**config.mk**
```make
export PLATFORM = sky130hd
export DESIGN_NAME = bird_motion_ctrl
export DESIGN_NICKNAME = d
export VERILOG_FILES = /design/src/rtl/bird_motion_ctrl.sv
export SDC_FILE = /design/constraint.sdc
export NUM_CORES = 1
export LEC_CHECK = 0
export BUFFER_PORTS_ARGS = -buffer_cell sky130_fd_sc_hd__buf_2
export CORE_AREA = 4 4 59 61
export CTS_BUF_LIST = sky130_fd_sc_hd__clkbuf_8
export CTS_CLUSTER_SIZE = 28
export DETAILED_ROUTE_END_ITERATION = 6
export DIE_AREA = 0 0 63 65
export PLACE_DENSITY = 0.69
export REMOVE_ABC_BUFFERS = 1
export SLEW_MARGIN = 20
export SYNTH_ARGS = -nofsm -noshare
export SYNTH_HDL_FRONTEND = slang
export SYNTH_SLANG_ARGS = --single-unit
```
**constraint.sdc**
```tcl
create_clock -name clk -period 4.1 [get_ports clk]
set_input_delay 0.615 -clock clk [delete_from_list [all_inputs] [get_ports clk]]
set_output_delay 0.615 -clock clk [all_outputs]
set_load 0.005 [all_outputs]
```
**src/rtl/bird_motion_ctrl.sv**
```systemverilog
// Move-command source for the bird light column: synchronises the player key,
// generates the gravity tick and sequences the IDLE/PLAY/OVER game.
module bird_motion_ctrl #(
    parameter int FALL_PERIOD = 25_000_000,
    parameter int CNT_W       = $clog2(FALL_PERIOD)
) (
    input  logic clk,
    input  logic reset,
    input  logic key_raw,
    input  logic crash,
    output logic flap,
    output logic fall,
    output logic clear,
    output logic playing,
    output logic game_over
);

    // No valid/ready handshakes here: flap, fall and clear are single-cycle
    // strobes that the light column must consume on the cycle they are high.

    typedef enum logic [1:0] {
        IDLE = 2'd0,
        PLAY = 2'd1,
        OVER = 2'd2
    } state_t;

    localparam logic [CNT_W-1:0] TERM = CNT_W'(FALL_PERIOD - 1);

    state_t           state;
    logic [CNT_W-1:0] cnt;
    logic             s1, s2, s3;
    logic             press;

    // Chain resets to 1 so a key already held at reset release is not a press.
    assign press = s2 & ~s3;

    always_ff @(posedge clk) begin
        if (reset) begin
            s1        <= 1'b1;
            s2        <= 1'b1;
            s3        <= 1'b1;
            state     <= IDLE;
            cnt       <= '0;
            flap      <= 1'b0;
            fall      <= 1'b0;
            clear     <= 1'b0;
            playing   <= 1'b0;
            game_over <= 1'b0;
        end else begin
            s1    <= key_raw;
            s2    <= s1;
            s3    <= s2;
            flap  <= 1'b0;
            fall  <= 1'b0;
            clear <= 1'b0;
            case (state)
                IDLE: begin
                    cnt <= '0;
                    if (press) begin
                        state   <= PLAY;
                        playing <= 1'b1;
                    end
                end
                PLAY: begin
                    // Crash outranks a press, and a press outranks the gravity tick.
                    if (crash) begin
                        state     <= OVER;
                        playing   <= 1'b0;
                        game_over <= 1'b1;
                        cnt       <= '0;
                    end else if (press) begin
                        flap <= 1'b1;
                        cnt  <= '0;
                    end else if (cnt == TERM) begin
                        fall <= 1'b1;
                        cnt  <= '0;
                    end else begin
                        cnt <= cnt + CNT_W'(1);
                    end
                end
                OVER: begin
                    cnt <= '0;
                    if (press) begin
                        state     <= IDLE;
                        game_over <= 1'b0;
                        clear     <= 1'b1;
                    end
                end
                default: begin
                    state     <= IDLE;
                    cnt       <= '0;
                    playing   <= 1'b0;
                    game_over <= 1'b0;
                end
            endcase
        end
    end

endmodule

```
# Yosys cells after proc, flatten, opt, wreduce, memory -nomap -nowiden
# Cells that the tools add are included.
# classes
n_addsub	1
mul	0
div_mod_pow	0
n_lt_le_gt_ge	0
n_eq_ne	6
shift	0
mux	12
n_bitwise	5
n_reduce_logical	8
# op_table
op	count
adder 25 x 1 -> 25 bit (second input constant)	1
== test 25 bit (second input constant)	1
AND reduction 3 bit	3
2-to-1 mux 1 bit	6
2-to-1 mux 2 bit	3
!= test 2 bit (second input constant)	3
one-hot mux 1 bit (3 select lines)	2
one-hot mux 2 bit (3 select lines)	1
OR reduction 5 bit	1
NOT 1 bit	4
OR reduction 4 bit	1
OR reduction 3 bit	1
== test 2 x 1 -> 1 bit (second input constant)	1
== test 2 bit (second input constant)	1
zero test 2 bit	1
OR reduction 2 bit	1
AND 1 bit	1
# totals
reg_bits	35
latchBits	0
ram_bits	0
mem_bits_ro	0
input_bits	4
output_inout_bits	5
word_cells	42
n_memories	0

# Logic depth before layout (Yosys ltp)
# Gate-level depths: netlist of run 1.
# depth
word_depth	4
ltp_mapped	6
depth_no_buf	5

# Worst setup path after synthesis of run 1
# OpenSTA, ideal clock, no wires.
# synth_timing
kind	input port to flip-flop
start	in reset
end	reg cnt[17]
setup_ns	0.066
arrival_time_ns	1.969
t_required_ns	4.034
path_slack_ns	2.065
stages	6
path_buffers	2
cell_sequence	clkbuf_1 > or4b_2 > nor2_1 > o21ai_4 > buf_8 > a21oi_2
# synth_via
elab_chain_cells	1
# synth_lines
item	line	text
from (decl)	8	input logic reset,
OR reduction 5 bit (no source line)	--	
to (signal assigned)	78	cnt <= cnt + CNT_W'(1);
to (decl)	30	logic [CNT_W-1:0] cnt;
# Every way passes these cells.
# A chain may end at the register's enable or synchronous reset.

# Worst setup path after layout of run 1
# layout_timing
start	reg cnt[17]
end	reg cnt[11]
# layout_via
elab_chain_cells	2
# layout_lines
item	line	text
== test 25 bit	74	end else if (cnt == TERM) begin
OR reduction 5 bit (no source line)	--	
# Every way passes these cells.

==> results of run 1 <==
## path summary, 6_finish.rpt
path / endpoint / slack (ns)
max: cnt[11] / 1.75
min: s2 / 0.43
max reg2reg: cnt[11] / 1.75
min reg2reg: s2 / 0.43
## cell families (layout without fill, tap and decap cells)
family,Yosys count,count (layout)
flops,35,35
compound gates,27,27
xor+xnor,13,13
buf+inv,12,22
fa+ha+maj,1,1
simple gates,88,88
## routing by layer
layer  part of all wire [%]  wire length [µm]
met1                     48              1360
met2                     46              1320
met3                    3.2                92
met4                    2.5                72
met5                      0                 0
## worst max-delay path: stages (launching register included)
cell     delay [ns]
dfxtp_1        0.35
or4_1          0.53
or4_4          0.57
o21ai_4        0.65
nor2_1         0.10
## sequential cells by signal (all words and copies together), names as in the netlist
register,cells
game_over,1
cnt,25
s3,1
s1,1
playing,1
state,2
flap,1
s2,1
fall,1
clear,1
## area by class of cell
type                       count  area share [%]
tap                           33            2.40
clock buffer                   5            3.99
sequential                    35            40.7
clock inverter                 3            1.16
timing repair buffer           8            2.32
inverter                       6            1.31
multi-input combinational    129            48.1
## stage by stage
step           setup slack (ns)  hold WS, ns  cells  area, µm²  utilization, %
2_1_floorplan              1.96        0.389    170       1550               -
3_3_place_gp               1.80        0.392    211       1630            54.9
3_5_place_dp               1.74        0.414    211       1630            54.9
4_1_cts                    1.73        0.439    219       1720            57.9
5_1_grt                    1.57        0.463    219       1720            57.9
6_report                   1.75        0.434    219       1720            57.9
## cell usage after synthesis
cell       count  share of area, %
clkbuf_1       3              0.71
ha_1           1              0.78
inv_1          6               1.4
buf_6          1              0.71
o31ai_1        1              0.47
nand3_4        1               1.1
nand4bb_1      1              0.71
or4b_1         1              0.63
nor2_2         5               2.0
o21ai_0        8               2.5
nand2b_1       2              0.78
xnor2_1       10               5.5
nand3_2        1              0.63
nor3b_1        3               1.4
or4b_2         1              0.63
or3b_2         1              0.55
or4_4          2               1.4
and3_1         2              0.78
or4_1          4               1.9
o41ai_1        1              0.55
dfxtp_1       35                44
a211oi_1       1              0.47
and2_1         1              0.39
or2_2          4               1.6
nor2b_1        1              0.39
or3_2          1              0.47
o21ai_4        1               1.0
nor3_1         4               1.3
and4_1         1              0.55
a21oi_2        6               3.3
nand3_1        8               2.5
nand4_1        9               3.5
nor2_1        21               4.9
nand2_1        4              0.94
buf_8          1              0.94
nor4_1         2              0.78
a21oi_1        9               2.8
xor2_1         3               1.6
or3_1          8               3.1
buf_2          1              0.31
## report_power, final
| group | leakage (nW) | switching (mW) | internal (mW) |
|---|---|---|---|
| clock network | 0.0402 | 0.129 | 0.118 |
| registers | 0.283 | 0.00250 | 0.343 |
| logic | 0.167 | 0.00629 | 0.00624 |
| total | 0.490 | 0.138 | 0.468 |
==> summary.md, run 1 <==
| Metric | Value |
|---|---|
| DR pass1 iterations | 4 |
| Post-CTS Hold Buffers | 0 |
| Vias | approximately 1.2k |
| Total power | 0.605 mW |
| Max FO, Critical Path | 25 |
| PwrDens | 351 nW/µm² |
| Post-cts resize count | 0 |
| Hold Crit Class | flip-flop to flip-flop |
| WS Path Type | flip-flop to flip-flop |
| Fin nets | 190 |
| Fin crit period | 2.35 ns |
| Total track usage | approximately 16% |
| # IOs | 9 |
| DR DRC count | 0 |
| R2R cell count | 4 |
| CP required | around 4.3 ns |
| Antenna diode count | 0 |
| DR WL/cell | around 13 µm |
| Core ar. | 2980 µm² |
| Leak Pwr | 0.490 nW |
| Total Die Area | 4100 µm² |
| Post-synthesis cell type count | 40 |
| Final setup skew | 0.00799 ns |
| Share of cells above drive strength 1 | between 20% and 30% |
| HPWL after DPL | 2030 µm |
| Port bufs | 8 |
| CTS buffer count | 5 |
| Maximum VDD drop | around 240 µV |
| CTS tree | built |
| Mapped cell area | 1600 µm² |
| Crit path DAT | 2.50 ns |
| Largest net degree at the start of global routing | 26 |
| Initial antenna violation count | 0 |
| Seq cells post-synth | 35 |
| Synth Instances | between 150 and 200 |
| Grt ovf | 0 |
| Multiplexer share of the synthesized area | 0% |
| Synth-to-layout area growth | 8.00% |
| First-pass GRT wire length | roughly 5300 µm |
| M1 GR Usage | between 15 and 20% |
| Most frequent cells in the layout | dfxtp_1 (35), nor2_1 (21), xnor2_1 (10) |
| Syn Area/Cell | 9.06 µm² |
| Worst-path clk slew | around 0.070 ns |
| Nature of the critical path endpoint | flip-flop |
| Routability cong. | 0.791 |
| Final setup fails | 0 |
| Simple-gate share of the synthesized area | 32.9% |
| Hold Vio Cnt, Final | 0 |
| Max Fclk | 425 MHz |
| Hold path startpoint | s1 |
| Setup Fix Bufs, Post-CTS | 0 |
| Sequential cell area | 701 µm² |
| RSZ-0062 raised after global routing | no |
| Multi-input logic area | 830 µm² |
| # rows | 20 |
| Die width | 63 µm |
| Initial Util | a little over half |
| Vias in the first global route | 1,196 |
| Post-Synth XOR/XNOR Area | under 10% |
| Maxcap violations | 0 |
| Fillers | 298 |
| Setup TNS | 0 ns |
| Adder-cell share of the synthesized area | less than 1% |
| Via density | 5.54 |
| Clock Sinks | 35 |
| Post-synthesis compound-gate area fraction | 11.1% |
| Largest family of logic cells by synthesized area | simple AND/OR/NAND/NOR gates |
| Most Crowded Layer GR | met2 |
| Crit. Startpoint | cnt[17] |
| Root Buffer | clkbuf_8 |
| Drt first-iter violations | 49 |
| Met3 Use GR | 4.16% |
| # H-tree levels | 2 |
| Clock Path Buffers | 2 |
| ANT nets after route | 0 |
| Tightest Pin Transition | ~0.78 ns |
| Worst skew pair latency | around 0.29 ns |
| M2 GR Usage | between 20% and 30% |
| Die Y | between 60 and 70 µm |
| Period utilization | 57.4% |
| Critical path launch point type | flip-flop |
| Max-slew violations | 0 |
| Leading cell type in the layout, fill and taps excluded | dfxtp_1 |
| Max-slew headroom | between 40% and 50% |
| Status | complete, no violations |
| WL final | 2840 µm |
| Seq/Total Area, Yosys | 43.9% |
| Hold Crit Depth | 1 |
| Synth warn | 0 |
| Worst r2r src | cnt[17] |
(Power assumes the default switching activity.)
==> run 2: changes to the inputs <==
- PLACE_DENSITY: 0.69 -> 0.71
- clock period: 4.1 -> 2.1 ns (I/O delays scaled with it)
==> summary.md, run 2 (synthesis gave the netlist of run 1 again) <==
| Metric | Value |
|---|---|
| Status | complete, no violations |
| Vias | 1,305 (+7.5%) |
| Share of cells above drive strength 1 | 25.4% (+4.4 points) |
| Fillers | 256 (-14%) |
| Max Fclk | 493 MHz (+16%) |
| Drt first-iter violations | 41 (-16%) |
| Net Sw Power | 0.253 mW (+84%) |
| PwrDens | 756 nW/µm² (+120%) |
| HPWL after DPL | 2180 µm (+7.5%) |
| Die Y | 65 µm (unchanged) |
| Max FO, Critical Path | 14 (-44%) |
| Worst skew pair latency | 0.29 ns (about the same) |
| Largest net degree at the start of global routing | 15 (-42%) |
| Port bufs | 8 (unchanged) |
| Tightest Pin Transition | 0.303 ns (-0.479 ns) |
| # H-tree levels | 2 (unchanged) |
| Switching share of power | 18.0% (-4.8 points) |
| Finished Layout Cells | 226 (+3.2%) |
| Core ar. | 2980 µm² (unchanged) |
| Vias in the first global route | 1,265 (+5.8%) |
| Final worst setup slack | 0.0724 ns (-1.67 ns) |
| Met2 Wirelength | 1500 µm (+14%) |
| Reg-to-Reg End | cnt[22] |
| Hold Vio Cnt, Final | 0 (unchanged) |
| Worst reg-to-reg setup slack | 0.07 ns (-1.67 ns) |
| Initial Util | 53.6% (unchanged) |
| Logic pwr share | 1.8% (-0.3 points) |
| Total track usage | 16.6% (+0.18 points) |
| Fin nets | 197 (+3.7%) |
| Maxcap violations | 0 (unchanged) |
| Final setup skew | 0.00491 ns (-0.00308 ns) |
| Area post-placement | 1710 µm² (+4.7%) |
| Most frequent cells in the layout | dfxtp_1 (34), nor2_1 (21), xnor2_1 (10) |
| DR WL/cell | 13.5 µm (+3.8%) |
| Met3 WL | 114 µm (+24%) |
| RSZ-0062 raised after global routing | no |
| First-pass GRT wire length | 5370 µm (+1.8%) |
| DR pass1 iterations | 4 (unchanged) |
| Leading cell type in the layout, fill and taps excluded | dfxtp_1 |
| CTS buffer count | 5 (unchanged) |
| Crit path DAT | 2.19 ns (-0.31 ns) |
| # rows | 20 (unchanged) |
| Largest regs | cnt x25, state x2 |
| P_int | 1.15 mW (+150%) |
| Largest register FFs | 25 (unchanged) |
| Worst hold slack | 0.206 ns (-0.229 ns) |
| Setup Fix Bufs, Post-CTS | 0 (unchanged) |
| CTS tree | built |
| Period utilization | 96.6% (+39 points) |
| Clock Sinks | 35 (unchanged) |
| Setup TNS | 0 ns (unchanged) |
| Clock Power Share | 50.2% (+9.4 points) |
| ANT nets after route | 0 (unchanged) |
| Worst-path clk slew | 0.07 ns (about the same) |
| # IOs | 9 (unchanged) |
| Antenna diode count | 0 (unchanged) |
| Max-slew violations | 0 (unchanged) |
| Initial antenna violation count | 0 (unchanged) |
| Dpl cells | 218 (+3.3%) |
| Root Buffer | clkbuf_8 |
| DRT met1 WL | 1380 µm (+1.4%) |
| Uppermost layer routed | met4 |
| WS Path Type | flip-flop to flip-flop |
| Final setup fails | 0 (unchanged) |
| Critical path launch point type | flip-flop |
| DR DRC count | 0 (unchanged) |
| Util after Layout | 62.4% (+4.6 points) |
| Routability cong. | 0.798 (+0.86%) |
| Finished Cell Area | 1860 µm² (+7.9%) |
| Sequential share of power | 48.0% (-9.1 points) |
| Hold Crit Depth | 2 (+1) |
| Nature of the critical path endpoint | flip-flop |
| Hold endpoint | s1 |
| Critical Path, Cell by Cell | or4_1 -> or4_4 -> o21ai_4 -> buf_12 -> a21oi_1 |
| CP max stage delay | 0.57 ns (-0.08 ns) |
| Grt ovf | 0 (unchanged) |
| Placement Setup Slack | 0.0742 ns (-1.67 ns) |
| Max-slew headroom | 79.6% (+32 points) |
| Leak Pwr | 0.563 nW (+15%) |
| Maximum VDD drop | 491 µV (+100%) |
| Clock Path Buffers | 2 (unchanged) |
| Hold Crit Class | primary input to flip-flop |
| Worst r2r src | cnt[17] |
| Synth-to-layout area growth | 16.5% |
| Fin crit period | 2.03 ns (-0.326 ns) |
| Die width | 63 µm (unchanged) |
| Post-cts resize count | 0 (unchanged) |
| Total power | 1.41 mW (+130%) |
| Slowest CP cell | or4_4 |
| Total Die Area | 4100 µm² (unchanged) |
| WL final | 3040 µm (+7.1%) |
| Post-CTS Hold Buffers | 0 (unchanged) |
| Hold path startpoint | key_raw |
| Largest Register | cnt |
| Via density | 5.77 (+4.2%) |
| CP required | 2.26 ns (-1.99 ns) |
| R2R cell count | 5 (+1) |
==> run 2: cell types whose count changed in the layout (fill, tap and decap cells not counted), moves of 2 or more <==
cell / delta
buf_12: +2
bufinv_16: +2
clkinvlp_4: -2
buf_4: +5
==> run 2: cell type report <==
| cell class | instances | area, µm² | area share [%] |
|---|---|---|---|
| clock inverter | 3 | 63.8 | 3.43 |
| inverter | 6 | 22.5 | 1.21 |
| sequential | 35 | 702 | 37.8 |
| clock buffer | 5 | 68.8 | 3.70 |
| tap | 33 | 41.3 | 2.22 |
| multi-input combinational | 129 | 843 | 45.4 |
| timing repair buffer | 15 | 118 | 6.33 |
==> run 2: critical path: cells and delay by family, from the launching register on <==
family	cells	cell delay (ns)
buffers and inverters	1	0.18
flip-flops	1	0.35
AO/OA/AOI/OAI	2	0.26
AND/OR/NAND/NOR	2	1.11
==> run 2: how the worst max path moves through the flow <==
stage / slack [ns] / to / startpoint
floorplan: -0.04 / cnt[10] / cnt[17]
finish: 0.07 / cnt[22] / cnt[17]
CTS: 0.04 / cnt[12] / cnt[17]
global placement: 0.12 / cnt[16] / cnt[0]
global route: 0.02 / cnt[22] / cnt[17]
detailed placement: 0.07 / cnt[20] / cnt[0]
==> run 2: power groups by stage <==
stage,Combinational (mW),Sequential [mW],Clock (mW)
after global placement,0.0252,0.690,0
after floorplan,0.0136,0.690,0
after global routing,0.0289,0.676,0.747
after CTS,0.0261,0.675,0.719
final,0.0255,0.675,0.705
after detailed placement,0.0258,0.691,0
==> run 2: routing by layer <==
layer | vias to the layer above | track usage, %
met1 | 625 | 19.3
met5 | - | 0
met2 | 14 | 28.5
met4 | 0 | 8.26
met3 | 6 | 3.99
li1 | 660 | -
==> run 3: changes to the inputs <==
- CORE_AREA: 4 4 59 61 -> 2 2 57 59
- DIE_AREA: 0 0 63 65 -> 0 0 59 61
- PLACE_DENSITY: 0.71 -> 0.74
==> summary.md, run 3 (synthesis gave the netlist of run 1 again) <==
| Metric | Value |
|---|---|
| Status | complete, no violations |
| Critical path launch point type | flip-flop |
| Largest Register | cnt |
| CP required | 2.26 ns (about the same) |
| Largest regs | cnt x25, state x2 |
| Fin nets | 197 (unchanged) |
| DR DRC count | 0 (unchanged) |
| Drt first-iter violations | 31 (-24%) |
| Maximum VDD drop | 427 µV (-13%) |
| PwrDens | 645 nW/µm² (-15%) |
| First-pass GRT wire length | 5050 µm (-5.9%) |
| RSZ-0062 raised after global routing | no |
| Worst r2r src | cnt[17] |
| Synth-to-layout area growth | 13.1% |
| Hold endpoint | s1 |
| Slowest CP cell | or4_4 |
| Worst skew pair latency | 0.29 ns (about the same) |
| Clock Path Buffers | 2 (unchanged) |
| Total track usage | 18.9% (+2.3 points) |
| Multi-input logic area | 836 µm² (-0.89%) |
| Hold path startpoint | key_raw |
| Root Buffer | clkbuf_8 |
| Share of cells above drive strength 1 | 24.9% (-0.52 points) |
| Leak Pwr | 0.538 nW (-4.3%) |
| Placement Setup Slack | 0.0242 ns (-0.0500 ns) |
| Final setup skew | 0.00595 ns (+0.00104 ns) |
| Period utilization | 97.4% (+0.85 points) |
| Tightest Pin Transition | 0.307 ns (+0.00389 ns) |
| Leading cell type in the layout, fill and taps excluded | dfxtp_1 |
| # H-tree levels | 2 (unchanged) |
| Buffers & Inverters on Critical Path | 1 (unchanged) |
| Die width | 59 µm (-6.3%) |
| Max FO, Critical Path | 14 (unchanged) |
| DR WL/cell | 13.4 µm (-0.72%) |
| Total power | 1.16 mW (-17%) |
| R2R cell count | 5 (unchanged) |
| Crit path DAT | 2.21 ns (+0.02 ns) |
| Max-slew violations | 0 (unchanged) |
| Final worst setup slack | 0.0546 ns (-0.0177 ns) |
| HPWL after DPL | 2130 µm (-2.4%) |
| Final setup fails | 0 (unchanged) |
| DR pass1 iterations | 4 (unchanged) |
| Largest net degree at the start of global routing | 15 (unchanged) |
| Maxcap violations | 0 (unchanged) |
| Initial Util | 54.0% (+0.45 points) |
| Critical Path, Cell by Cell | or4_1 -> or4_4 -> o21ai_4 -> buf_12 -> a21oi_1 |
| Max Fclk | 489 MHz (-0.87%) |
| Core ar. | 2950 µm² (-0.84%) |
| Nature of the critical path endpoint | flip-flop |
| Max-slew headroom | 79.3% (-0.26 points) |
| Antenna diode count | 0 (unchanged) |
| Sequential cell area | 702 µm² (unchanged) |
| WL final | 3020 µm (-0.72%) |
| Most frequent cells in the layout | dfxtp_1 (34), nor2_1 (21), xnor2_1 (10) |
| Largest delay share family, worst path | simple AND/OR/NAND/NOR gates |
| Post-CTS Hold Buffers | 0 (unchanged) |
| WS Path Type | flip-flop to flip-flop |
| Vias in the first global route | 1,188 (-6.1%) |
| CP max stage delay | 0.57 ns (about the same) |
| Fillers | 269 (+5.1%) |
| Hold Crit Class | primary input to flip-flop |
| Port bufs | 8 (unchanged) |
| Total Die Area | 3600 µm² (-12%) |
| Hold Vio Cnt, Final | 0 (unchanged) |
| Worst reg-to-reg setup slack | 0.05 ns (-0.02 ns) |
| Fin crit period | 2.05 ns (+0.0177 ns) |
| # IOs | 9 (unchanged) |
| Reg-to-Reg End | cnt[22] |
| Via density | 5.60 (-3.0%) |
| Hold Crit Depth | 2 (unchanged) |
| # rows | 20 (unchanged) |
| Clock Sinks | 35 (unchanged) |
| ANT nets after route | 0 (unchanged) |
| Grt ovf | 0 (unchanged) |
| CTS buffer count | 5 (unchanged) |
| CTS tree | built |
| Initial antenna violation count | 0 (unchanged) |
| Worst-path clk slew | 0.07 ns (about the same) |
| Die Y | 61 µm (-6.2%) |
| Largest register FFs | 25 (unchanged) |
| Vias | 1,266 (-3.0%) |
| Routability cong. | 0.801 (+0.39%) |
run 3: changes by cell type in the layout (fill, tap and decap cells not counted):
| cell | before | now |
|---|---|---|
| bufinv_16 | 2 | 0 |
| clkinv_2 | 0 | 1 |
| clkinvlp_4 | 0 | 1 |
| o41ai_1 | 0 | 1 |
| o41ai_2 | 1 | 0 |
run 3: final cells by class:
| cell class | count | share of cell area [%] |
|---|---|---|
| Tap cell | 33 | 2.29 |
| Inverter | 6 | 1.25 |
| Clock inverter | 3 | 0.902 |
| Multi-Input combinational cell | 129 | 46.3 |
| Sequential cell | 35 | 38.9 |
| Timing Repair Buffer | 15 | 6.52 |
| Clock buffer | 5 | 3.81 |
run 3: per-stage QoR:
stage | util (%) | TNS (ns) | instance area (µm²) | hold slack (ns) | instances
floorplan | - | -0.455 | 1550 | 0.387 | 170
global placement | 58.0 | 0 | 1710 | 0.393 | 218
detailed placement | 58.0 | 0 | 1710 | 0.403 | 218
CTS | 60.8 | 0 | 1800 | 0.203 | 226
global route | 61.1 | 0 | 1800 | 0.208 | 226
finish | 61.1 | 0 | 1800 | 0.211 | 226
run 3: timing repair:
item / 4_1_cts / 5_1_grt
setup buffers: 0 / 0
setup endpoints to repair: 0 / 5
gates resized for setup: 0 / 3
run 3: worst max path at each step:
| stage | from | to | slack, ns | cells past startpoint |
|---|---|---|---|---|
| after floorplan | cnt[17] | cnt[10] | -0.04 | 4 |
| after global placement | cnt[0] | cnt[16] | 0.12 | 6 |
| after detailed placement | cnt[0] | cnt[18] | 0.02 | 6 |
| after CTS | cnt[0] | cnt[22] | 0.006 | 6 |
| after global routing | cnt[1] | cnt[18] | 0.007 | 6 |
| final | cnt[17] | cnt[22] | 0.05 | 5 |
run 3: report_power, final:
group	internal, mW	switching (mW)
Clock	0.227	0.236
Combinational	0.0132	0.0125
Sequential	0.670	0.00464
Total	0.910	0.253
run 3: routing by layer:
| layer | vias up | track usage (%) | routed length, µm |
|---|---|---|---|
| li1 | 657 | - | - |
| met1 | 590 | 22.3 | 1410 |
| met2 | 14 | 31.1 | 1500 |
| met3 | 5 | 5.76 | 63 |
| met4 | 0 | 9.42 | 48 |
| met5 | - | 0 | 0 |
